`config.mk`:
```
export PLATFORM = sky130hd
export DESIGN_NAME = quadrature_decoder
export DESIGN_NICKNAME = d
export VERILOG_FILES = /design/src/rtl/quad_pkg.sv /design/src/rtl/sync_chain.sv /design/src/rtl/quadrature_decoder.sv
export SDC_FILE = /design/constraint.sdc
export NUM_CORES = 1
export LEC_CHECK = 0
export CORE_MARGIN = 4
export CORE_UTILIZATION = 45
export CTS_CLUSTER_DIAMETER = 30
export DETAILED_ROUTE_END_ITERATION = 8
export MAX_ROUTING_LAYER = met4
export PLACE_DENSITY = 0.78
export SKIP_LAST_GASP = 1
export SYNTH_ARGS = -nofsm -noshare
export SYNTH_HDL_FRONTEND = slang
export SYNTH_SLANG_ARGS = --single-unit
```
`constraint.sdc`:
```
create_clock -name clock -period 2.1 [get_ports clock]
set_clock_uncertainty 0.15 [all_clocks]
set_input_delay 0.21 -clock clock [delete_from_list [all_inputs] [get_ports clock]]
set_output_delay 0.21 -clock clock [all_outputs]
set_load 0.02 [all_outputs]
```
`src/rtl/quad_pkg.sv`:
```
// Shared constants for the quadrature decoder: Gray-code states, direction levels, FSM encoding,
// and the helpers that give the legal successor of a state in each direction.
package quad_pkg;

    // {A,B} states; the up sequence is 00 -> 10 -> 11 -> 01 -> 00 (A leads B)
    localparam logic [1:0] QS_00 = 2'b00;
    localparam logic [1:0] QS_10 = 2'b10;
    localparam logic [1:0] QS_11 = 2'b11;
    localparam logic [1:0] QS_01 = 2'b01;

    localparam logic DIR_UP   = 1'b1;
    localparam logic DIR_DOWN = 1'b0;

    typedef enum logic {
        ST_ARM = 1'b0,
        ST_RUN = 1'b1
    } quad_fsm_t;

    function automatic logic [1:0] quad_next_up(input logic [1:0] s);
        case (s)
            QS_00:   return QS_10;
            QS_10:   return QS_11;
            QS_11:   return QS_01;
            default: return QS_00;
        endcase
    endfunction

    function automatic logic [1:0] quad_next_down(input logic [1:0] s);
        case (s)
            QS_00:   return QS_01;
            QS_01:   return QS_11;
            QS_11:   return QS_10;
            default: return QS_00;
        endcase
    endfunction

endpackage

```
`src/rtl/sync_chain.sv`:
```
// Single-bit multi-flop synchroniser for an asynchronous input; output lags the input by
// SYNC_STAGES edges and all stages clear on reset.
module sync_chain #(
    parameter int SYNC_STAGES = 2
) (
    input  logic clock,
    input  logic reset,
    input  logic i_async,
    output logic o_sync
);

    logic [SYNC_STAGES-1:0] r_stages;

    always_ff @(posedge clock) begin
        if (reset) begin
            r_stages <= '0;
        end else begin
            r_stages <= {r_stages[SYNC_STAGES-2:0], i_async};
        end
    end

    assign o_sync = r_stages[SYNC_STAGES-1];

endmodule

```
`src/rtl/quadrature_decoder.sv`:
```
// Quadrature front end: synchronises A/B, decodes Gray-code steps into step/up_down pulses,
// keeps a wrap-around position and a sticky flag for double-bit (illegal) transitions.
module quadrature_decoder
    import quad_pkg::*;
#(
    parameter int SYNC_STAGES = 2,
    parameter int POS_WIDTH   = 4
) (
    input  logic                 clock,
    input  logic                 reset,
    input  logic                 quad_a,
    input  logic                 quad_b,
    input  logic                 clear,
    input  logic                 error_clear,
    output logic                 step,
    output logic                 up_down,
    output logic [POS_WIDTH-1:0] position,
    output logic                 error
);

    localparam int CNT_W = $clog2(SYNC_STAGES + 1) + 1;

    logic                 w_sync_a;
    logic                 w_sync_b;
    logic [1:0]           w_cur;
    logic [1:0]           r_prev;
    quad_fsm_t            r_state;
    quad_fsm_t            w_state_next;
    logic [CNT_W-1:0]     r_arm_cnt;
    logic                 w_arm_last;
    logic                 w_decode_en;
    logic                 w_up;
    logic                 w_down;
    logic                 w_illegal;
    logic                 r_step;
    logic                 r_up_down;
    logic [POS_WIDTH-1:0] r_position;
    logic                 r_error;

    sync_chain #(.SYNC_STAGES(SYNC_STAGES)) u_sync_a (
        .clock   (clock),
        .reset   (reset),
        .i_async (quad_a),
        .o_sync  (w_sync_a)
    );

    sync_chain #(.SYNC_STAGES(SYNC_STAGES)) u_sync_b (
        .clock   (clock),
        .reset   (reset),
        .i_async (quad_b),
        .o_sync  (w_sync_b)
    );

    assign w_cur = {w_sync_a, w_sync_b};

    always_ff @(posedge clock) begin
        if (reset) begin
            r_state <= ST_ARM;
        end else begin
            r_state <= w_state_next;
        end
    end

    // ARM spans SYNC_STAGES+1 edges: enough for the cleared synchronisers and prev to hold real input
    always_comb begin
        w_state_next = r_state;
        w_arm_last   = 1'b0;
        w_decode_en  = 1'b0;
        case (r_state)
            ST_ARM: begin
                w_arm_last = (r_arm_cnt == CNT_W'(SYNC_STAGES));
                if (w_arm_last) begin
                    w_state_next = ST_RUN;
                end
            end
            ST_RUN: begin
                w_decode_en = 1'b1;
            end
            default: begin
                w_state_next = ST_ARM;
            end
        endcase
    end

    always_ff @(posedge clock) begin
        if (reset) begin
            r_arm_cnt <= '0;
        end else if (r_state == ST_ARM && !w_arm_last) begin
            r_arm_cnt <= r_arm_cnt + CNT_W'(1);
        end
    end

    always_comb begin
        w_up      = w_decode_en && (w_cur == quad_next_up(r_prev));
        w_down    = w_decode_en && (w_cur == quad_next_down(r_prev));
        w_illegal = w_decode_en && (w_cur != r_prev) && !w_up && !w_down;
    end

    always_ff @(posedge clock) begin
        if (reset) begin
            r_prev     <= QS_00;
            r_step     <= 1'b0;
            r_up_down  <= DIR_UP;
            r_position <= '0;
            r_error    <= 1'b0;
        end else begin
            r_prev <= w_cur;
            r_step <= w_up || w_down;
            if (w_up) begin
                r_up_down <= DIR_UP;
            end else if (w_down) begin
                r_up_down <= DIR_DOWN;
            end
            if (clear) begin
                r_position <= '0;
            end else if (w_up) begin
                r_position <= r_position + POS_WIDTH'(1);
            end else if (w_down) begin
                r_position <= r_position - POS_WIDTH'(1);
            end
            // a new illegal transition outranks a simultaneous clear request
            if (w_illegal) begin
                r_error <= 1'b1;
            end else if (error_clear) begin
                r_error <= 1'b0;
            end
        end
    end

    assign step     = r_step;
    assign up_down  = r_up_down;
    assign position = r_position;
    assign error    = r_error;

endmodule

```
==> results of run 1 <==
[logic make-up after synthesis]
logic type / synth area share [%]
AOI/OAI and AO/OA: 11.9
buffers and inverters: 2.60
muxes: 1.30
DFF: 44.2
and+or+nand+nor: 19.7
xor gates and xnor gates: 11.2
adders and majority gates: 9.11
[synthesized netlist by cell type, types with 2 or more instances]
cell type,n
a21oi_1,9
o21ai_0,2
nor2_1,8
o21ai_1,2
xor2_1,3
nand3_1,2
nor2b_1,6
dfxtp_1,17
nand2_1,2
or3_1,2
xnor2_1,5
ha_1,4
[stage by stage]
stage               instances  hold slack [ns]  util (%)  instance area (um^2)  setup WS, ns
floorplan                  81            0.132         -                   791        0.0277
global placement          113            0.269      62.0                   967        0.0683
detailed placement        113            0.276      62.0                   967      -0.00122
CTS                       117            0.298      64.7                  1010        0.0381
global route              121            0.311      67.3                  1050       0.00767
finish                    121            0.292      67.3                  1050         0.107
[power breakdown]
| part | total (mW) | internal [mW] | switching [mW] | leakage, nW |
|---|---|---|---|---|
| Clock | 0.169 | 0.0708 | 0.0983 | 0.0177 |
| Sequential | 0.390 | 0.356 | 0.0333 | 0.141 |
| Combinational | 0.213 | 0.104 | 0.109 | 0.265 |
| Total | 0.772 | 0.531 | 0.241 | 0.423 |
[final cells by class]
cell class                      count  area (um^2)  area share, %
Inverter                            3         11.3           1.07
Clock inverter                      1         5.00          0.477
Clock buffer                        3         22.5           2.15
Sequential cell                    17          349           33.3
Tap cell                           16         20.0           1.91
Multi-Input combinational cell     59          445           42.5
Timing Repair Buffer               22          195           18.6
[sequential cells by signal, summed over array words and instances (netlist names)]
| signal | cells |
|---|---|
| error | 1 |
| up_down | 1 |
| u_sync_a.r_stages | 2 |
| position | 4 |
| r_prev | 2 |
| u_sync_b.r_stages | 2 |
| step | 1 |
| r_state | 1 |
| r_arm_cnt | 3 |
[worst max-delay path: stages, from the launching register on]
cell     delay [ns]
dfxtp_1        0.34
xnor2_2        0.21
nand3_2        0.14
ha_1           0.29
and3_1         0.19
o311a_1        0.30
o21ai_2        0.14
mux2i_1        0.17
[path summary, 6_finish.rpt]
path	from	to	slack, ns	cells after the start
worst max-delay path	u_sync_b.r_stages[1]$_SDFF_PP0_	position[3]$_SDFFE_PP0P_	0.11	7
worst min-delay path	u_sync_a.r_stages[0]$_SDFF_PP0_	u_sync_a.r_stages[1]$_SDFF_PP0_	0.29	1
worst max register to register	u_sync_b.r_stages[1]$_SDFF_PP0_	position[3]$_SDFFE_PP0P_	0.11	7
worst min register to register	u_sync_a.r_stages[0]$_SDFF_PP0_	u_sync_a.r_stages[1]$_SDFF_PP0_	0.29	1
[layer usage]
layer,up-vias,track usage (%)
met5,-,-
met4,0,5.21
met3,2,5.50
met2,16,23.7
met1,297,15.2
li1,318,-
[what timing repair did]
item | in CTS | in global routing
pin swaps | 0 | 5
setup buffers | 0 | 4
endpoints found under the setup margin | 1 | 1
resized for setup | 2 | 4
==> impl_results.md, run 1 <==
* Status: completed
* Synthesized flop and latch total at 17
* # DRC at 0
* RSZ-0062 raised after global routing: false
* Later-pin clock latency in the skew report at 0.29 ns
* Synth top area cells: dfxtp_1 44%, ha_1 6.5%, a21oi_1 5.9%, xnor2_1 5.7%, nor2b_1 4.9%
* CP Data Required Time at 2.17 ns
* Hpwl dp at ~1100 um
* Metal2 WL at roughly 750 um
* Final GP Congestion at 0.831
* Post-Syn Area per Cell at ~9.5 um^2
* Post-DRT Antenna Nets at 0
* GRT Residual Overflow at 0
* Iter 0 DRT Violations at 13
* Max_cap viols at 0
* PD cells at 736 nW/um^2
* CP Launch Type: flop
* Fmax at 502 MHz
* Share of cells above drive strength 1 at 24.8%
* Layout overhead on the synthesized area at 36.3%
* Post-synth EDFFs at 0
* Top cell type's share of synthesized area at 44.2%
* Drt total wl at between 1000 and 1500 um
* Number of diodes at 0
* Tightest Hold Check Type: reg2reg
* Setup-failing EPs final at 0
* Critical path type: reg2reg
* Vias in the first global route at 583
* Async set-reset flop share out of synthesis at 0%
* TritonRoute pass-1 iters at 4
* Layout Nets at 117
* Port Buffer Count at 12
* Most common cell after layout, fill and taps aside: dfxtp_1
* Largest net degree at the start of global routing at 11
* Clock transition at path regs at 0.09 ns
* DR vias/cell at 5.23
* Num CTS Buffers at 3
* Met3 wire length at 82 um
* Cell taking the most area after synthesis: dfxtp_1
* Mapped Nets at 92
* Num rows at 14
* GRT Util Overall at 14.2%
* Initial antenna violation count at 0
* Main synth FF type: dfxtp_1
* Data arrival, critical path at approximately 2.1 ns
* Routed len/inst at 12.4 um
* Sequential fraction of the synthesis area at 44.2%
* Leak Pwr at approximately 0.42 nW
* Initial Utilization at 49.4%
* Root buf cell: clkbuf_4
* Critical path fanouts, max at 3
* Post-synthesis cell count at 81
* # fillers at 113
* Synth Warn # at 0
* Slew Viols, Final at 0
* Post-synthesis instance area at 769 um^2
* CP Capture Type: flop
* Die height at between 40 and 50 um
* Synth unique cells at 31
* IO Count at 13
* Die width at a little under 50 um
* Most frequent cells in the layout: 14 x dfxtp_1, 12 x clkdlybuf4s50_1, 10 x buf_4
* Hold-fix buffers at CTS at 0
* Final setup TNS at 0 ns
* CTS H-tree depth at 1
* Met1 wire length at 657 um
* Actual slew at the worst max-slew pin at ~0.39 ns
* Sink Count at 17
* TritonCTS clock tree: built
* Maximum VDD drop at 0.000611 V
* DR top layer: met4
* Pwr Total at 0.772 mW
* Total core area at 1560 um^2
* Period utilisation layout at 94.9%
* Hold Vio Cnt, Final at 0
* Min Tclk post-route at around 2 ns
* Area of the die at 2440 um^2
* First-pass GRT wire length at 2500 um
* Slew headroom at 74.0%
* Vias at 633
* Longest Clk Path Bufs at 2
Note: power is estimated with default switching activity, not from simulation.
==> run 2, diff against run 1 <==
--- a/config.mk
+++ b/config.mk
@@ -5,6 +5,7 @@
 export SDC_FILE = /design/constraint.sdc
 export NUM_CORES = 1
 export LEC_CHECK = 0
+export CAP_MARGIN = 5
 export CORE_MARGIN = 4
 export CORE_UTILIZATION = 45
 export CTS_CLUSTER_DIAMETER = 30
==> results of run 2 <==
Same layout as run 1: the final DEF is identical, and so are final timing and power.
